File: src/rtl/lfsr_interval_ctrl.sv
// -----------------------------------------------------------------------------
// lfsr_interval_ctrl
//
// Control stage in front of an LFSR terminal-count counter (DW03_lfsr_scnto).
// A job (seed + repetition count) is accepted over a valid/ready handshake.
// The block then alternates between a one-cycle seed load and a counting
// phase. Each counter terminal count ends one interval. After the programmed
// number of intervals a one-cycle irq is raised. A repetition count of zero
// runs free until abort.
//
// Optional feature macro: LFSR_INTERVAL_CTRL_PAUSE_EN
//   When defined, adds input `pause`, which freezes the counting phase.
//
// Ports
//   clk          in   rising-edge clock
//   reset        in   asynchronous reset, active low
//   cfg_valid    in   job request
//   cfg_ready    out  job may be accepted this cycle
//   cfg_seed     in   LFSR start value, captured on accept
//   cfg_reps     in   number of intervals, 0 = free-running
//   abort        in   synchronous abort, highest priority
//   pause        in   (macro only) hold the counting phase
//   lfsr_data    out  seed to counter `data`
//   lfsr_load_n  out  active-low load to counter `load`
//   lfsr_cen     out  counter enable
//   lfsr_tercnt  in   counter terminal count
//   busy         out  job in progress
//   irq          out  one-cycle completion pulse
//   rep_count    out  intervals completed in the current job
// -----------------------------------------------------------------------------
module lfsr_interval_ctrl #(
  parameter int WIDTH = 8,
  parameter int REP_W = 8
) (
  input  logic             clk,
  input  logic             reset,
  input  logic             cfg_valid,
  output logic             cfg_ready,
  input  logic [WIDTH-1:0] cfg_seed,
  input  logic [REP_W-1:0] cfg_reps,
  input  logic             abort,
`ifdef LFSR_INTERVAL_CTRL_PAUSE_EN
  input  logic             pause,
`endif
  output logic [WIDTH-1:0] lfsr_data,
  output logic             lfsr_load_n,
  output logic             lfsr_cen,
  input  logic             lfsr_tercnt,
  output logic             busy,
  output logic             irq,
  output logic [REP_W-1:0] rep_count
);

  typedef enum logic [1:0] {
    S_IDLE = 2'd0,
    S_LOAD = 2'd1,
    S_RUN  = 2'd2,
    S_DONE = 2'd3
  } state_t;

  state_t           state_q, state_d;
  logic [WIDTH-1:0] seed_q, seed_d;
  logic [REP_W-1:0] reps_q, reps_d;
  logic [REP_W-1:0] rep_count_q, rep_count_d;
  logic [REP_W-1:0] rep_count_inc;
  logic             pause_run;

`ifdef LFSR_INTERVAL_CTRL_PAUSE_EN
  assign pause_run = pause;
`else
  assign pause_run = 1'b0;
`endif

  // Wraps naturally modulo 2^REP_W, which is the free-running behaviour.
  assign rep_count_inc = rep_count_q + 1'b1;

  always_comb begin
    state_d     = state_q;
    seed_d      = seed_q;
    reps_d      = reps_q;
    rep_count_d = rep_count_q;

    case (state_q)
      S_IDLE: begin
        if (cfg_valid && !abort) begin
          seed_d      = cfg_seed;
          reps_d      = cfg_reps;
          rep_count_d = '0;
          state_d     = S_LOAD;
        end
      end
      S_LOAD: begin
        // tercnt from the previous interval may still be high here; ignore it.
        state_d = S_RUN;
      end
      S_RUN: begin
        if (!pause_run && lfsr_tercnt) begin
          rep_count_d = rep_count_inc;
          if ((reps_q != '0) && (rep_count_inc == reps_q)) begin
            state_d = S_DONE;
          end else begin
            state_d = S_LOAD;
          end
        end
      end
      S_DONE: begin
        state_d = S_IDLE;
      end
      default: begin
        state_d = S_IDLE;
      end
    endcase

    // Abort overrides everything: no accept, no increment, back to IDLE.
    if (abort) begin
      state_d     = S_IDLE;
      seed_d      = seed_q;
      reps_d      = reps_q;
      rep_count_d = rep_count_q;
    end
  end

  always_ff @(posedge clk or negedge reset) begin
    if (!reset) begin
      state_q     <= S_IDLE;
      seed_q      <= '0;
      reps_q      <= '0;
      rep_count_q <= '0;
    end else begin
      state_q     <= state_d;
      seed_q      <= seed_d;
      reps_q      <= reps_d;
      rep_count_q <= rep_count_d;
    end
  end

  // Outputs decode the registered state; abort gates the counter-facing
  // strobes and irq in the same cycle so the counter never sees a late edge.
  assign cfg_ready   = (state_q == S_IDLE) && !abort;
  assign lfsr_load_n = !((state_q == S_LOAD) && !abort);
  assign lfsr_cen    = (state_q == S_RUN) && !abort && !pause_run;
  assign irq         = (state_q == S_DONE) && !abort;
  assign busy        = (state_q != S_IDLE);
  assign lfsr_data   = seed_q;
  assign rep_count   = rep_count_q;

endmodule

File: config.mk
export PLATFORM = sky130hd
export DESIGN_NAME = lfsr_interval_ctrl
export DESIGN_NICKNAME = d
export VERILOG_FILES = /design/src/rtl/lfsr_interval_ctrl.sv
export SDC_FILE = /design/constraint.sdc
export NUM_CORES = 1
export LEC_CHECK = 0
export CORE_ASPECT_RATIO = 0.75
export CORE_MARGIN = 4
export CORE_UTILIZATION = 44
export DETAILED_ROUTE_END_ITERATION = 16
export GPL_TIMING_DRIVEN = 0
export PLACE_DENSITY = 0.76
export SLEW_MARGIN = 40
export SYNTH_ARGS = -nofsm -noshare
export SYNTH_HDL_FRONTEND = slang
export SYNTH_SLANG_ARGS = --single-unit
export TNS_END_PERCENT = 20
File: constraint.sdc
create_clock -name clk -period 4 [get_ports clk]
set_input_delay 0.4 -clock clk [delete_from_list [all_inputs] [get_ports clk]]
set_output_delay 0.4 -clock clk [all_outputs]
set_load 0.02 [all_outputs]
Word level (Yosys, flattened, before mapping). Index checks and enable logic that the tools add are counted.

Output and inout port bits: 21. Input port bits: 21. Word-level logic and storage cells: 37. Bits in registers: 26.

Equal/unequal tests: 8. Bitwise operators: 1. Multiplexer cells: 8. $add $sub $neg: 1. Reduce and logical (&&, ||, !) cells: 15.

Operators by type and width (number): $mux W8 (2); $pmux W8 S2 (1); $add A8 B1 Y8 const B (1); $eq A8 B8 Y1 (1); $mux W2 (4); $pmux W2 S4 (1); $reduce_bool A8 Y1 (1); $logic_and A1 B1 Y1 (6); $ne A3 B3 Y1 const B (2); $eq A2 B2 Y1 const B (2); $ne A2 B2 Y1 const B (2); $reduce_and A4 Y1 (1); $reduce_bool A2 Y1 (2); $reduce_and A3 Y1 (1); $eq A2 B1 Y1 const B (1); $logic_not A1 Y1 (2); $logic_not A2 Y1 (1); $reduce_and A2 Y1 (1); $not A1 Y1 (1).

Longest topological paths before layout. Gate-level depths: netlist (run 1).

Word-level depth: 7. Mapped depth: 6. Mapped depth without buffers: 6.

Worst setup path after synthesis (run 1). Ideal clock, no wire load.

Path type: register to register. From: register state_q[0]. To: register rep_count_q[3] (netlist: rep_count[3]). Path slack: 2.151 ns. Stages on the path, launching flop included: 7. Path buffers: 1. Arrival: 1.713 ns. Period minus slack after synthesis: 1.849 ns. Data required time: 3.864 ns. Library setup time: 0.136 ns. Cell sequence: dfrtp_1 nor3_1 and2_1 buf_2 a21oi_2 o21ai_0 o31ai_1.

Longest elaborated chain between the ends: 3. Elaborated cells on any way between the ends: 7. Those cells by class: 3 x eq/ne; 1 x mux; 3 x reduce/logical.

RTL lines: from (decl) (RTL line 61) `state_t state_q, state_d;`; from (signal assigned) (RTL line 130) `state_q <= state_d;`; $eq A2 B2 Y1 or $logic_not A2 Y1 (tied branches) (RTL line 83) `case (state_q)`; $ne A2 B2 Y1 (no line) or $reduce_bool A2 Y1 (tied branches); $reduce_and A4 Y1 (no line); to (signal assigned) (RTL line 133) `rep_count_q <= rep_count_d;`; to (decl) (RTL line 64) `logic [REP_W-1:0] rep_count_q, rep_count_d;`.

Several ways; a longest one is shown, not always the timed one. A chain may end at the register's enable or synchronous reset.

Final worst setup path (run 1).
From: input abort. To: output lfsr_load_n.

Longest elaborated chain between the ends: 3.

RTL lines: from (decl) (RTL line 41) `input logic abort,`; $logic_not A1 Y1 (RTL line 140) `assign lfsr_load_n = !((state_q == S_LOAD) && !abort);`; $logic_and A1 B1 Y1 (RTL line 140); $logic_not A1 Y1 (RTL line 140); to (decl) (RTL line 46) `output logic lfsr_load_n,`.

No other way between the ends.

==> results.ini, run 1 <==
[critical_path]
crit_arrival_ns = 1.95
crit_path_cell_trace = clkdlybuf4s50_1 > or3b_2 > clkdlybuf4s50_1
r2r_slack_ns = 2.03
rr_endpoint = state_q[1]$_DFFE_PN0P_
cp_common_cell = clkdlybuf4s50_1
cp_slowest_cell = clkdlybuf4s50_1
slowest_delay_ns = 0.55
start_kind = primary input
cpLargestDelayFamily = buffers and inverters
worstSetupPathDepth = 3
critical_path_required_ns = 3.60
r2r_cells = 6
path_class = in2out
r2r_start = rep_count[0]$_DFFE_PN0P_
cp_max_fo = 5
end_kind = output port
critPathBufInv = 2

[clock_tree]
cts_buffer_depth = 2
cts_resized = 0
clkSlewWorstSetupHoldPaths_ns = 0.09
clock-sinks = 26
clock_latency_ns = 0.27
cts_buffers = 3
cts_root_buffer = clkbuf_8
cts-htree-levels = 1
post_cts_buffers = 0
ctsHoldBuffers = 0
cts_tree = done

[layout]
fill_cells = 254
regArea_um2 = 651
num_antenna_cells = 0
layout-drive-gt1-share_pct = 8.54
syn_to_final_growth_pct = 37.6
fin_nets = 222
multiInputGateArea_um2 = 671

[detailed_routing]
routed_wl_mm = 3.35
vias_per_cell = 5.19
drc_errors = 0
drt_pass1_iterations = 4
drt_iter0_drc = 75
wl_per_cell_um = 14.1
antenna_left = 0
vias = 1230

[placement]
hpwl_mm = 2.62
gp_congestion = 0.796
pre_cts_ws_ns = 1.66
portBuffers = 41

[sta]
finalHoldViolCount = 0
period_needed_ns = 2.35
finalSetupViolations = 0
layout_worst_path_cycle_share_pct = 58.6
rsz0062_at_grt = no
worst_slew_pin_slew_ns = 0.560
finClkSkew_ns = 0.00616
whs_ns = 0.111
max_freq_mhz = 426
relSlewSlack_pct = 62.7
worst_slack_ns = 1.65
final_max_slew_viol_count = 0
setup-tns-final_ns = 0

[logic_synthesis]
ys_warn_count = 0
synthArstFlopShare_pct = 100
synth_top_area_share_pct = 48.1
synth-seq-cells = 26
synth-edff-count = 0
synthFlopType = dfrtp_1
ys_top_cells_by_area = dfrtp_1, nand2_1, xnor2_1
synth_area_um2 = 1350
ys_seq_area_share_pct = 48.1
synth.distinct_cells = 43
synthCells = 154
syn_nets = 176
yosysTopAreaCell = dfrtp_1
synth.avg_cell_area_um2 = 8.77

[power]
power.total_uw = 653
ir_drop_mv = 0.240
leakage_uw = 0.000816
power_density_nw_per_um2 = 351

[floorplanning]
fp.dieH_um = 56.0
initial_core_util_pct = 46.0
core_um2 = 2940
io_pins = 42
die_area_um2 = 4030
dieWidth_um = 72.0
rows = 17

[global_routing]
antenna_found_initial = 0
grt_usage_pct = 18.0
grt_overflow_total = 0
grt_pass1_wl_mm = 5.73
grt_pass1_vias = 1190
grt_max_degree = 27

[status]
status = complete, no violations

[flow_run]
cap_violations = 0

[worst_hold_path]
hp-class = in2async

==> area by class of cell <==
class / instances / share of cell area, %
Multi-Input combinational cell: 121 / 36.1
Tap cell: 38 / 2.56
Clock buffer: 4 / 2.96
Buffer: 4 / 1.01
Timing Repair Buffer: 41 / 21.8
Sequential cell: 26 / 35.0
Inverter: 3 / 0.606
==> worst max-delay path by stage <==
stage,startpoint,slack (ns),to
after detailed placement,abort,1.66,lfsr_load_n
final,abort,1.65,lfsr_load_n
after global routing,abort,1.63,lfsr_load_n
after CTS,abort,1.66,lfsr_load_n
after floorplan,state_q[0]$_DFFE_PN0P_,2.15,rep_count[3]$_DFFE_PN0P_
after global placement,abort,1.66,lfsr_load_n
==> metal layers <==
metal	vias to the layer above	global-route usage, %	wire (um)
li1	613	-	-
met1	572	24.0	1510
met2	43	29.6	1660
met3	2	3.61	167
met4	0	4.56	14
met5	-	0	0
==> flip-flops by register name, indices dropped and copies added, names as in the netlist <==
register / cells
state_q: 2
rep_count: 8
lfsr_data: 8
reps_q: 8
==> where the power goes <==
group | total (uW) | internal [uW] | leakage [uW] | switching (uW)
combinational | 165 | 81.6 | 0.000450 | 83.1
sequential | 324 | 294 | 0.000337 | 30.4
clock | 164 | 87.9 | 0.0000288 | 76.0
==> placed cells by master (no fill, tap or decap), types with 2 or more instances in the layout <==
master           instances
clkdlybuf4s50_1         40
nor2_1                   4
nand2b_1                 3
nor3_1                   4
xor2_1                   2
nand3_1                  2
nand2_1                 56
a21oi_1                  3
buf_2                    4
o31ai_1                  2
dfrtp_1                 26
inv_1                    3
o21ai_0                 10
xnor2_1                  6
clkbuf_8                 4
==> per-stage QoR <==
step / util, % / area (um^2) / instances
2_1_floorplan: - / 1350 / 154
3_3_place_gp: 61.6 / 1810 / 233
3_5_place_dp: 61.5 / 1800 / 233
4_1_cts: 63.3 / 1860 / 237
5_1_grt: 63.3 / 1860 / 237
6_report: 63.3 / 1860 / 237
==> synth_stat cells, types with 2 or more instances <==
cell       n
nand2_1   56
dfrtp_1   26
o21ai_0   10
xnor2_1    6
nor2_1     4
nor3_1     4
a21oi_1    3
buf_2      3
inv_1      3
nand2b_1   3
nand3_1    2
o31ai_1    2
xor2_1     2
==> kinds of logic (layout without fill, tap and decap cells) <==
family / after synthesis / count (layout) / share of synthesized area, %
compound gates: 25 / 25 / 12.3
xor+xnor: 8 / 8 / 5.19
fa+ha+maj: 1 / 1 / 0.926
buf+inv: 7 / 52 / 2.22
flops: 26 / 26 / 48.1
simple gates: 87 / 87 / 31.2
(Power assumes the default switching activity.)
==> run 2: changes to the inputs <==
- clock period: 4 -> 2.2 ns (I/O delays scaled with it)
==> run 2 against run 1 <==
Compared with the run above: utilization up 0.34 points; register-to-register slack worse by 1.8 ns; sequential cell count unchanged; clock power up 82%; global-route usage up 0.11 points; critical path depth unchanged; sequential share of layout area down 0.19 points; final cell count up 0.42%; sequential power up 82%; critical path type unchanged.
==> results.ini, run 2 (synthesis gave the netlist of run 1 again) <==
[sta]
setup-tns-final_ns = 0
finalSetupViolations = 0
max_freq_mhz = 504
rsz0062_at_grt = no
whs_ns = 0.468
finClkSkew_ns = 0.00606
worst_slew_pin_slew_ns = 0.561
final_max_slew_viol_count = 0
period_needed_ns = 1.98
finalHoldViolCount = 0
relSlewSlack_pct = 62.6
layout_worst_path_cycle_share_pct = 90.2

[critical_path]
cp_max_fo = 5
end_kind = output port
crit_arrival_ns = 1.76
crit_path_cell_trace = clkdlybuf4s50_1 > or3b_2 > clkdlybuf4s50_1
critPathBufInv = 2
critical_path_required_ns = 1.98
path_class = in2out
cpLargestDelayFamily = buffers and inverters
slowest_delay_ns = 0.55
cp_common_cell = clkdlybuf4s50_1
cp_slowest_cell = clkdlybuf4s50_1
start_kind = primary input

[clock_tree]
cts-htree-levels = 1
cts_buffer_depth = 2
clkSlewWorstSetupHoldPaths_ns = 0.09
cts_buffers = 3
clock_latency_ns = 0.27
post_cts_buffers = 0
cts_root_buffer = clkbuf_8
cts_tree = done
clock-sinks = 26

[global_routing]
antenna_found_initial = 0
grt_pass1_vias = 1199
grt_max_degree = 27
grt_overflow_total = 0
grt_usage_pct = 18.1
grt_pass1_wl_mm = 5.77

[status]
status = complete, no violations

[detailed_routing]
routed_wl_mm = 3.37
vias = 1222
drt_iter0_drc = 78
vias_per_cell = 5.13
drt_pass1_iterations = 4
drc_errors = 0
wl_per_cell_um = 14.1
antenna_left = 0

[floorplanning]
die_area_um2 = 4030
core_um2 = 2940
rows = 17
dieWidth_um = 72.0
fp.dieH_um = 56.0
io_pins = 42
initial_core_util_pct = 46.0

[placement]
gp_congestion = 0.796
place_inst = 233
hpwl_mm = 2.62
portBuffers = 41

[layout]
final_common_cell = nand2_1
fill_cells = 253
layout-drive-gt1-share_pct = 8.50
finalNonFillerCells = 238
fin_nets = 223
layout_common_cells = nand2_1, clkdlybuf4s50_1, dfrtp_1, o21ai_0, xnor2_1
num_antenna_cells = 0
syn_to_final_growth_pct = 38.3

[power]
leakage_uw = 0.000820
ir_drop_mv = 0.436
power_density_nw_per_um2 = 636

[flow_run]
cap_violations = 0

[worst_hold_path]
hp-class = in2async

-- run 2: cell count changes in the layout (fill, tap and decap cells not counted) --
cell           delta
dlygate4sd3_1     +1
-- run 2: path summary, 6_finish.rpt --
check / slack, ns / from / cells after the start / endpoint
setup / recovery: 0.22 / abort / 3 / lfsr_load_n
hold / removal: 0.47 / reset / 2 / lfsr_data[7]$_DFFE_PN0P_
setup reg to reg: 0.22 / rep_count[0]$_DFFE_PN0P_ / 6 / state_q[1]$_DFFE_PN0P_
hold reg to reg: 0.48 / lfsr_data[1]$_DFFE_PN0P_ / 2 / lfsr_data[1]$_DFFE_PN0P_
max in group asynchronous: 1.36 / reset / 2 / state_q[1]$_DFFE_PN0P_
min in group clk: 0.47 / cfg_reps[5] / 3 / reps_q[5]$_DFFE_PN0P_
-- run 2: power breakdown --
part	internal (uW)	leakage, uW	switching (uW)	total, uW
combinational	150	0.000454	152	302
sequential	534	0.000337	55.5	590
clock	160	0.0000288	138	298
total	843	0.000820	346	1190
-- run 2: through the flow --
stage | utilization [%] | worst slack, ns | area (um^2) | power [uW]
after floorplan | - | 0.351 | 1350 | 744
after global placement | 61.6 | 0.224 | 1810 | 886
after detailed placement | 61.5 | 0.218 | 1800 | 898
after CTS | 63.7 | 0.216 | 1870 | 1200
after global routing | 63.7 | 0.00922 | 1870 | 1260
final | 63.7 | 0.215 | 1870 | 1190
-- run 2: per-layer routing --
metal	wire length, um	track usage (%)	share of wire, %
met4	14	4.56	0.42
met5	0	0	0
met3	127	3.61	3.8
met1	1560	24.4	46
met2	1660	29.6	49
-- run 2: what timing repair did --
| action | CTS | global route |
|---|---|---|
| resized for setup | 0 | 0 |
| hold buffers | 1 | 0 |
| hold endpoints to repair | 26 | 0 |
-- run 2: layout make-up --
class	count	area [um^2]	share of cell area, %
Sequential cell	26	651	34.8
Clock buffer	4	55.1	2.95
Inverter	3	11.3	0.602
Timing Repair Buffer	42	415	22.2
Multi-Input combinational cell	121	671	35.9
Buffer	4	18.8	1.00
Tap cell	38	47.5	2.54
-- run 2: worst register-to-register path, cell delays in order (launching register included) --
cell and delay, ns:
dfrtp_1 0.48, ha_1 0.30, nand3_1 0.23, o21ai_0 0.23, nand4_1 0.11, o31a_1 0.30
nor4_2 0.24
